===== config.mk =====
export PLATFORM = sky130hd
export DESIGN_NAME = car_sensor_frontend
export DESIGN_NICKNAME = d
export VERILOG_FILES = /design/src/rtl/car_sensor_frontend.sv
export SDC_FILE = /design/constraint.sdc
export NUM_CORES = 1
export LEC_CHECK = 0
export ABC_AREA = 1
export CORE_AREA = 2 2 74 48
export CTS_BUF_LIST = sky130_fd_sc_hd__clkbuf_2 sky130_fd_sc_hd__clkbuf_4 sky130_fd_sc_hd__clkbuf_8
export DETAILED_ROUTE_END_ITERATION = 8
export DIE_AREA = 0 0 76 50
export SLEW_MARGIN = 20
export SYNTH_ARGS = -nofsm -noshare
export SYNTH_HDL_FRONTEND = slang
export SYNTH_SLANG_ARGS = --single-unit

===== constraint.sdc =====
create_clock -name clk -period 1.1 [get_ports clk]
set_clock_uncertainty 0.2 [all_clocks]
set_input_delay 0.11 -clock clk [delete_from_list [all_inputs] [get_ports clk]]
set_output_delay 0.11 -clock clk [all_outputs]
set_load 0.01 [all_outputs]

===== src/rtl/car_sensor_frontend.sv =====
// Vehicle-loop detector conditioning: per-road sync, debounce, request latch and
// stuck-high detection, producing the car_h/car_c request levels for light_control.

module car_sensor_channel #(
    parameter int DEBOUNCE_CYCLES = 4,
    parameter int STUCK_CYCLES    = 200
) (
    input  logic       clk,
    input  logic       clear,
    input  logic       det_raw,
    input  logic [1:0] road,
    output logic       car,
    output logic       stuck
);
    localparam logic [1:0] GREEN = 2'b10;
    localparam int DW = (DEBOUNCE_CYCLES > 1) ? $clog2(DEBOUNCE_CYCLES) : 1;
    localparam int SW = $clog2(STUCK_CYCLES);
    localparam logic [DW-1:0] DB_LAST = DW'(DEBOUNCE_CYCLES - 1);
    localparam logic [SW-1:0] ST_LAST = SW'(STUCK_CYCLES - 1);

    logic [1:0]    sync_pipe;
    logic          filt;
    logic [DW-1:0] cnt;
    logic [SW-1:0] scnt;

    // Two-flop synchronizer; sync_pipe[1] is the clean sample.
    always_ff @(posedge clk) begin
        if (clear) sync_pipe <= '0;
        else       sync_pipe <= {sync_pipe[0], det_raw};
    end

    always_ff @(posedge clk) begin
        if (clear) begin
            filt <= 1'b0;
            cnt  <= '0;
        end else if (sync_pipe[1] == filt) begin
            cnt <= '0;
        end else if (cnt == DB_LAST) begin
            filt <= sync_pipe[1];
            cnt  <= '0;
        end else begin
            cnt <= cnt + 1'b1;
        end
    end

    // scnt saturates at its terminal value so it never wraps on a long press.
    always_ff @(posedge clk) begin
        if (clear) begin
            scnt  <= '0;
            stuck <= 1'b0;
        end else if (!filt) begin
            scnt <= '0;
        end else begin
            if (scnt != ST_LAST) scnt <= scnt + 1'b1;
            if (scnt == ST_LAST) stuck <= 1'b1;
        end
    end

    // A request is only retired by its road's GREEN; a stuck detector pins it high.
    always_ff @(posedge clk) begin
        if (clear)                car <= 1'b0;
        else if (stuck || filt)   car <= 1'b1;
        else if (road == GREEN)   car <= 1'b0;
    end
endmodule

module car_sensor_frontend #(
    parameter int DEBOUNCE_CYCLES = 4,
    parameter int STUCK_CYCLES    = 200
) (
    input  logic       clk,
    input  logic       clear,
    input  logic       det_h_raw,
    input  logic       det_c_raw,
    input  logic [1:0] hwy,
    input  logic [1:0] cntry,
    output logic       car_h,
    output logic       car_c,
    output logic       stuck_h,
    output logic       stuck_c
);
    localparam int NUM_LANES = 2;

    logic [NUM_LANES-1:0]       det_raw;
    logic [NUM_LANES-1:0][1:0]  road;
    logic [NUM_LANES-1:0]       car;
    logic [NUM_LANES-1:0]       stuck;

    // Lane 0 is highway, lane 1 is country.
    assign det_raw = {det_c_raw, det_h_raw};
    assign road    = {cntry, hwy};

    for (genvar g = 0; g < NUM_LANES; g++) begin : g_lane
        car_sensor_channel #(
            .DEBOUNCE_CYCLES (DEBOUNCE_CYCLES),
            .STUCK_CYCLES    (STUCK_CYCLES)
        ) u_ch (
            .clk     (clk),
            .clear   (clear),
            .det_raw (det_raw[g]),
            .road    (road[g]),
            .car     (car[g]),
            .stuck   (stuck[g])
        );
    end

    assign car_h   = car[0];
    assign car_c   = car[1];
    assign stuck_h = stuck[0];
    assign stuck_c = stuck[1];
endmodule


* Word-level counts from Yosys, hierarchy flattened
Index checks and enable logic that the tools add are counted.
** Operators by class
- Reduce and logical (&&, ||, !) cells :: 12
- Multiplexer cells :: 4
- Bitwise operators :: 4
- $add $sub $neg :: 4
- Eq/ne operators :: 10
** Operators by type and width (count)
- 8-bit by 1-bit adder with 8-bit output (second input constant) :: 2
- 8-bit equality test (second input constant) :: 2
- 8-bit != test (second input constant) :: 2
- 2-bit equality test (second input constant) :: 4
- 2-bit AND reduction :: 4
- 3-bit OR reduction :: 2
- 2-bit by 1-bit adder with 2-bit output (second input constant) :: 2
- 1-bit 2-to-1 mux :: 4
- 1-bit inverter :: 4
- 2-bit nonzero test :: 2
- 2-bit OR reduction :: 2
- 1-bit equality test :: 2
- 1-bit logical OR :: 2
** Storage, ports and cells
- Logic and storage cells :: 46
- Input port bits :: 8
- Bits in registers :: 30
- Output and inout bits :: 4

* Depth between registers and ports, before layout
Gate-level depths: netlist of the first run.
- Depth in word-level cells :: 3
- Gate-level depth with buffers :: 7

* Cells and area by module
From an unflattened synthesis of the first run, not the netlist that was laid out.
** Second synthesis, totals
- Cells, all modules :: 180
- Area, all modules :: 1366.3 µm²
** By module, submodules not included
- car_sensor_channel :: cells each 90, area each 683.2 µm², instances 2, sequential area each 300.3 µm²

* Least setup slack after synthesis of the first run
OpenSTA, ideal clock, no wires.
- Path kind :: register to register
- Start point :: register g_lane[0].u_ch.scnt[0]
- End point :: register g_lane[0].u_ch.scnt[0]
- Path buffers :: 0
- Period minus slack after synthesis :: 1.248 ns
- Data required time :: 0.838 ns
- Cell stages (with the launch flop) :: 8
- Setup slack :: -0.148 ns
- Arrival time :: 0.986 ns
- Path through :: dfxtp_1 -> ha_1 -> nand2_2 -> nor2_2 -> nand2_1 -> nand2_1 -> nand2_1 -> nor2_2
** Between the ends
- Longest elaborated chain between the ends :: 1
** RTL lines
- from (decl) :: RTL line 24 : logic [SW-1:0] scnt;
- from (signal assigned) :: RTL line 54 : if (scnt != ST_LAST) scnt <= scnt + 1'b1;
- 8-bit by 1-bit adder with 8-bit output / 8-bit != test (equally long branches) :: RTL line 54
Parallel ways exist; a longest one is shown, timed or not.
A chain may end at the register's enable or synchronous reset.

* Final worst setup path of the first run
- Start point :: register g_lane[0].u_ch.scnt[1]
- End point :: register g_lane[0].u_ch.scnt[0]
** Between the ends
- Longest elaborated chain between the ends :: 1
** RTL lines (RTL line)
- 8-bit != test :: 54
Every way passes these cells.

==> flow_metrics.py, run 1 <==
metrics = {
    "status": {
        "run_status": "finished with violations",
        "violations": "setup timing",
    },
    "critical_path": {
        "timing.critical_path.buf_inv": 0,
        "worst-endpoint-arrival_ps": 1260,
        "setup.reg_to_reg.worst_slack_ps": -150,
        "critical-path-top-delay-family": "simple AND/OR/NAND/NOR gates",
        "timing.critical_path.required_ps": 1110,
        "slowest_delay_ps": 360,
        "worst_r2r_endpoint": "g_lane[0].u_ch.scnt[0]",
        "reg_to_reg_start": "g_lane[0].u_ch.scnt[1]",
        "r2r.worst_path.cells": 7,
        "endpoint_kind": "register",
        "setup.worst_path.start_class": "register",
        "critical_path.startpoint": "g_lane[0].u_ch.scnt[1]",
        "critPathMaxFanout": 4,
        "critPathSlowestCell": "sky130_fd_sc_hd__dfxtp_4",
        "setup.worst_path.class": "register to register",
        "cpMostUsedCell": "sky130_fd_sc_hd__nand2_1",
        "crit_end": "g_lane[0].u_ch.scnt[0]",
        "timing.critical_path.cells": "ha_4 -> nand2_4 -> nor2_4 -> nand2_2 -> nand2_1 -> nand2_1 -> nor2_2",
        "worst-path-stages": 7,
    },
    "final_layout": {
        "fin_nets": 227,
        "postLayoutCellArea_sq_um": 1920,
        "final-seq-area_sq_um": 621,
        "syn_to_final_growth_pct": 46.5,
        "multiInputGateArea_sq_um": 759,
        "final_cell_count_no_fill": 261,
        "n_antenna_cell": 0,
        "drive_gt1_share_pct": 38.0,
        "fillers": 252,
        "utilization_of_the_core_after_routing_pct": 61.8,
    },
    "route": {
        "drt_pre_antenna_iters": 4,
        "detail_route.vias_per_cell": 4.71,
        "drc_errors": 0,
        "final_antenna_net_count": 0,
        "wire_per_inst_um": 11.5,
        "finalWirelength_um": 3000,
        "dr_total_vias": 1230,
        "first_iter_violations": 120,
    },
    "pwr": {
        "total_leakage_power_nw": 0.764,
        "ir_drop_mv": 0.870,
        "power-per-cell-area_nw_per_um2": 1320,
    },
    "timing": {
        "setup_viol_count_final": 18,
        "finalWorstPathRequiredPeriod_ps": 1250,
        "drv_slew": 0,
        "rsz0062_at_grt": "true",
        "timing_hold_violations_final": 0,
        "clock.fmax_mhz": 802,
        "finalWorstSetupSlack_ps": -147,
        "fin_crit_sh_pct": 113,
        "setup_tns_ps": -1500,
        "maxSlewHeadroom_pct": 85.4,
        "tightest_slew_ps": 218,
    },
    "global_routing": {
        "grt.met1_usage_pct": 21.7,
        "gr-max-usage-layer": "met2",
        "largest_net_degree_at_the_start_of_global_routing": 11,
        "grtUsageMet2_pct": 26.8,
        "groute.layer.met3.usage_pct": 5.13,
        "globalRoute.totalOverflow": 0,
        "first_global_vias": 1204,
        "groute.usage.overall_pct": 16.7,
        "grt_pass1_wl_um": 5090,
        "antenna_found_initial": 0,
    },
    "synth": {
        "post-synth-top-area-fraction_pct": 45.9,
        "synth.yosys.seq_area_share_pct": 45.9,
        "number_of_flops_mapped_to_enable_cells_by_yosys": 0,
        "netlist.top_cell.by_area": "sky130_fd_sc_hd__dfxtp_1",
        "synthMostInstantiatedCell": "sky130_fd_sc_hd__nand2_1",
        "syn_area_sq_um": 1310,
        "synth.area.mux_share_pct": 0,
        "synth_compound_gate_area_share_pct": 8.80,
        "synth-main-ff-cell": "sky130_fd_sc_hd__dfxtp_1",
        "syn_nets": 192,
        "ys_types": 19,
        "yosys.area_share.xor_xnor_pct": 1.34,
        "netlist_top_cells_count": "sky130_fd_sc_hd__nand2_1 (44), sky130_fd_sc_hd__dfxtp_1 (30), sky130_fd_sc_hd__nor2_1 (29)",
        "netlist_instances": 180,
        "postSynthAreaPerCell_sq_um": 7.27,
        "yosys.area_share.adder_pct": 3.82,
        "ys_seq_elements": 30,
        "ys_async_sr_fraction_pct": 0,
        "synth_top_cells_by_area": "sky130_fd_sc_hd__dfxtp_1 (46%), sky130_fd_sc_hd__nand2_1 (13%), sky130_fd_sc_hd__nor2_1 (8.3%)",
        "ys_warn_count": 0,
        "dominant_combinational_cell_family_by_area_after_synthesis": "simple AND/OR/NAND/NOR gates",
        "synthSimpleGateAreaFrac_pct": 33.1,
    },
    "cts": {
        "cts_buffers": 5,
        "clock-sinks": 30,
        "cts_tree": "built",
        "cts_hold_buf": 0,
        "htreeDepth": 2,
        "cts_root_buffer": "sky130_fd_sc_hd__clkbuf_8",
        "cts.reportedPaths.clkPinSlew_ps": 70,
        "clock_path_buffers": 2,
        "clock_insertion_delay_worst_skew_ps": 270,
    },
    "floorplan": {
        "die_h_um": 50,
        "floorplan.die.width_um": 76,
        "area_of_the_die_sq_um": 3800,
        "io_pins": 12,
        "start_util_pct": 42.2,
        "core_area_sq_um": 3100,
        "core.rowCount": 16,
    },
    "placement": {
        "placed_cell_area_sq_um": 1650,
        "preCtsSetupSlack_ps": -264,
        "place_congestion": 0.806,
        "place_hpwl_um": 2130,
        "buffers_on_ports": 11,
        "place.detailed.instances": 253,
    },
    "hold_path": {
        "hp-class": "primary input to register",
    },
    "job": {
        "max_cap_viol": 0,
    },
}
[repair_timing]
action	in CTS	in global routing
setup endpoints to repair	22	24
pin swaps	13	23
gates cloned	0	0
resized for setup	34	29
buffers inserted	1	0
[worst reg2reg max path, stage by stage (launching register included)]
cell and delay, ps:
sky130_fd_sc_hd__dfxtp_4 360, sky130_fd_sc_hd__ha_4 180, sky130_fd_sc_hd__nand2_4 70, sky130_fd_sc_hd__nor2_4 90, sky130_fd_sc_hd__nand2_2 80, sky130_fd_sc_hd__nand2_1 70, sky130_fd_sc_hd__nand2_1 60, sky130_fd_sc_hd__nor2_2 80
[worst min-delay path by stage]
stage | start | end | slack [ps] | depth (start not counted)
detailed placement | g_lane[1].u_ch.sync_pipe[0] | g_lane[1].u_ch.sync_pipe[1] | 200 | 2
finish | clear | g_lane[1].u_ch.filt | 40 | 4
global route | clear | g_lane[0].u_ch.scnt[0] | 60 | 4
global placement | g_lane[0].u_ch.sync_pipe[0] | g_lane[0].u_ch.sync_pipe[1] | 190 | 2
floorplan | clear | g_lane[0].u_ch.sync_pipe[0] | -20 | 1
CTS | det_c_raw | g_lane[1].u_ch.sync_pipe[0] | 150 | 3
[power breakdown]
part	switching, mW	internal [mW]	leakage [nW]
registers	0.00547	1.09	0.249
logic	0.0221	0.0336	0.444
clock network	0.411	0.966	0.0714
total	0.439	2.09	0.764
[sequential cells by signal, indices dropped and copies added (netlist names)]
name                   flops
g_lane.u_ch.sync_pipe      4
g_lane.u_ch.scnt          16
g_lane.u_ch.car            2
g_lane.u_ch.cnt            4
g_lane.u_ch.filt           2
g_lane.u_ch.stuck          2
[per-stage QoR]
step                hold WS, ps  power, mW
global placement            192       1.18
finish                     40.1       2.53
floorplan                 -18.8       1.14
CTS                         153       2.56
global route               63.0       2.61
detailed placement          203       1.18
[area by class of cell]
cell class	count	share of cell area, %
inverter	24	4.90
tap	45	2.94
multi-input combinational	126	39.6
timing repair buffer	28	12.7
sequential	30	32.4
clock buffer	6	4.31
clock inverter	2	3.13
[layout by cell type, fill, tap and decap left out, types with 6 or more instances in the layout]
master | netlist | routed
sky130_fd_sc_hd__nand3_1 | 14 | 9
sky130_fd_sc_hd__buf_4 | 0 | 13
sky130_fd_sc_hd__dfxtp_2 | 0 | 10
sky130_fd_sc_hd__clkdlybuf4s50_1 | 0 | 6
sky130_fd_sc_hd__inv_2 | 4 | 7
sky130_fd_sc_hd__dfxtp_1 | 30 | 18
sky130_fd_sc_hd__nor2_2 | 5 | 8
sky130_fd_sc_hd__inv_1 | 18 | 15
sky130_fd_sc_hd__nand2_1 | 44 | 40
sky130_fd_sc_hd__nor2_1 | 29 | 23
sky130_fd_sc_hd__clkbuf_8 | 0 | 6
[logic make-up after synthesis]
logic type / Yosys count
flip-flops: 30
adder cells (fa/ha/maj): 4
AND/OR/NAND/NOR: 99
AO/OA/AOI/OAI: 21
buffers and inverters: 24
XOR/XNOR: 2
[routing by layer]
metal	part of all wire [%]	wire length (um)	vias up
met1	48	1460	556
met2	46	1390	27
met4	0.87	26	0
li1	-	-	643
met5	0	0	-
met3	4.2	126	4
(Power assumes the default switching activity.)
==> run 2, diff against run 1 <==
GPL_TIMING_DRIVEN = 0   (was unset)
==> run 2 against run 1 <==
Against the previous run: the flow still finishes with violations (setup timing); flip-flop and latch count did not move; critical path depth fell by 1; non-clock buffer count fell by 9; register-to-register slack barely moved; routed wire length fell by 1.4%; design area fell by 4.1%; clock power fell by 18%; sequential share of layout area rose by 2.0 points; critical endpoint is now g_lane[1].u_ch.scnt[0].
==> flow_metrics.py, run 2 (synthesized netlist as in run 1, its figures left out) <==
metrics = {
    "status": {
        "run_status": "finished with violations",
        "violations": "setup timing",
    },
    "final_layout": {
        "layout.cells.most_common": "sky130_fd_sc_hd__nand2_1",
        "registers.top_by_ff_count": "g_lane.u_ch.scnt",
        "largest_reg_flops": 16,
        "largestRegisters": "g_lane.u_ch.scnt x16, g_lane.u_ch.cnt x4, g_lane.u_ch.sync_pipe x4",
        "fin_nets": 218,
        "n_antenna_cell": 0,
        "final_cell_count_no_fill": 251,
        "fillers": 281,
        "syn_to_final_growth_pct": 40.4,
        "drive_gt1_share_pct": 38.8,
        "most-common-layout-cells": "sky130_fd_sc_hd__nand2_1 (33), sky130_fd_sc_hd__nor2_1 (22), sky130_fd_sc_hd__dfxtp_1 (17), sky130_fd_sc_hd__inv_1 (13), sky130_fd_sc_hd__nand3_1 (11)",
    },
    "global_routing": {
        "grt_pass1_wl_um": 4670,
        "first_global_vias": 1053,
        "largest_net_degree_at_the_start_of_global_routing": 10,
        "antenna_found_initial": 0,
        "globalRoute.totalOverflow": 0,
        "groute.usage.overall_pct": 15.7,
    },
    "cts": {
        "cts.reportedPaths.clkPinSlew_ps": 70,
        "cts_root_buffer": "sky130_fd_sc_hd__clkbuf_8",
        "clock_path_buffers": 2,
        "htreeDepth": 2,
        "cts_tree": "built",
        "cts_hold_buf": 0,
        "clock_insertion_delay_worst_skew_ps": 280,
        "clock-sinks": 30,
        "cts_buffers": 5,
    },
    "critical_path": {
        "setup.worst_path.start_class": "register",
        "worst-endpoint-arrival_ps": 1260,
        "endpoint_kind": "register",
        "timing.critical_path.required_ps": 1120,
        "setup.reg_to_reg.worst_slack_ps": -140,
        "setup.worst_path.class": "register to register",
        "reg_to_reg_start": "g_lane[1].u_ch.scnt[6]",
        "critical_path.startpoint": "g_lane[1].u_ch.scnt[6]",
        "critPathMaxFanout": 5,
    },
    "route": {
        "first_iter_violations": 96,
        "drc_errors": 0,
        "finalWirelength_um": 2960,
        "wire_per_inst_um": 11.8,
        "final_antenna_net_count": 0,
        "detail_route.vias_per_cell": 4.78,
        "drt_pre_antenna_iters": 4,
        "dr_total_vias": 1199,
    },
    "pwr": {
        "total_leakage_power_nw": 0.734,
        "power-per-cell-area_nw_per_um2": 1230,
        "ir_drop_mv": 0.868,
    },
    "timing": {
        "rsz0062_at_grt": "true",
        "clock.fmax_mhz": 804,
        "setup_tns_ps": -1520,
        "timing_hold_violations_final": 0,
        "finalWorstPathRequiredPeriod_ps": 1240,
        "drv_slew": 0,
        "fin_crit_sh_pct": 113,
        "finalHoldWorstSlack_ps": 117,
        "maxSlewHeadroom_pct": 79.4,
        "setup_viol_count_final": 18,
        "finalWorstSetupSlack_ps": -144,
        "tightest_slew_ps": 309,
    },
    "placement": {
        "buffers_on_ports": 11,
        "place_congestion": 0.838,
        "place.detailed.instances": 236,
        "place_hpwl_um": 1840,
        "preCtsSetupSlack_ps": -442,
    },
    "floorplan": {
        "io_pins": 12,
        "start_util_pct": 42.2,
        "area_of_the_die_sq_um": 3800,
        "die_h_um": 50,
        "floorplan.die.width_um": 76,
        "core.rowCount": 16,
        "core_area_sq_um": 3100,
    },
    "hold_path": {
        "worst_hold_startpoint": "clear",
        "hp-class": "primary input to register",
    },
    "job": {
        "max_cap_viol": 0,
    },
}
-- run 2: cell types whose count changed in the layout (fill, tap and decap cells not counted), sizes merged --
| cell | previous run | this run |
|---|---|---|
| buf | 21 | 12 |
| dlymetal6s2s | 1 | 0 |
| bufinv | 2 | 1 |
| dlygate4sd2 | 0 | 1 |
-- run 2: worst max-delay path, cell delays in order, from the launching register on --
cell and delay (ps):
sky130_fd_sc_hd__dfxtp_1 410, sky130_fd_sc_hd__nand2_1 100, sky130_fd_sc_hd__nor2_2 170, sky130_fd_sc_hd__nand2_2 90, sky130_fd_sc_hd__nand2_2 80, sky130_fd_sc_hd__nand2_2 50
sky130_fd_sc_hd__nor2_1 90
-- run 2: per-stage QoR --
stage                     instance area, sq um  power [mW]  util [%]
after floorplan                           1340        1.14         -
after global placement                    1510        1.17      48.7
after detailed placement                  1510        1.17      48.7
after CTS                                 1710        2.28      55.0
after global routing                      1840        2.35      59.2
final                                     1840        2.27      59.2
-- run 2: metal layers --
| layer | wire length, um | up-vias | track usage, % |
|---|---|---|---|
| li1 | - | 626 | - |
| met1 | 1410 | 537 | 20.8 |
| met2 | 1360 | 29 | 24.6 |
| met3 | 145 | 7 | 4.95 |
| met4 | 42 | 0 | 5.45 |
| met5 | 0 | - | 0 |
-- run 2: layout make-up --
class                           count  area [sq um]  share of cell area (%)
Clock buffer                        6          82.6                    4.49
Tap cell                           45          56.3                    3.06
Sequential cell                    30           632                    34.4
Multi-Input combinational cell    126           788                    42.9
Clock inverter                      1          30.0                    1.63
Timing Repair Buffer               19           153                    8.30
Inverter                           24          96.3                    5.24
-- run 2: repair_timing --
item | in CTS | in global routing
endpoints found under the setup margin | 24 | 24
pin swaps | 9 | 17
resized for setup | 43 | 36
buffers inserted | 5 | 4
-- run 2: power by group --
part,internal [mW],switching [mW]
Clock,0.724,0.409
Combinational,0.0288,0.0213
Sequential,1.08,0.00552
Total,1.83,0.436
-- run 2: worst paths after layout --
kind / end / cells past startpoint
setup / recovery: g_lane[1].u_ch.scnt[0] / 6
hold / removal: g_lane[1].u_ch.sync_pipe[0] / 2
setup reg to reg: g_lane[1].u_ch.scnt[0] / 6
hold reg to reg: g_lane[1].u_ch.sync_pipe[1] / 2
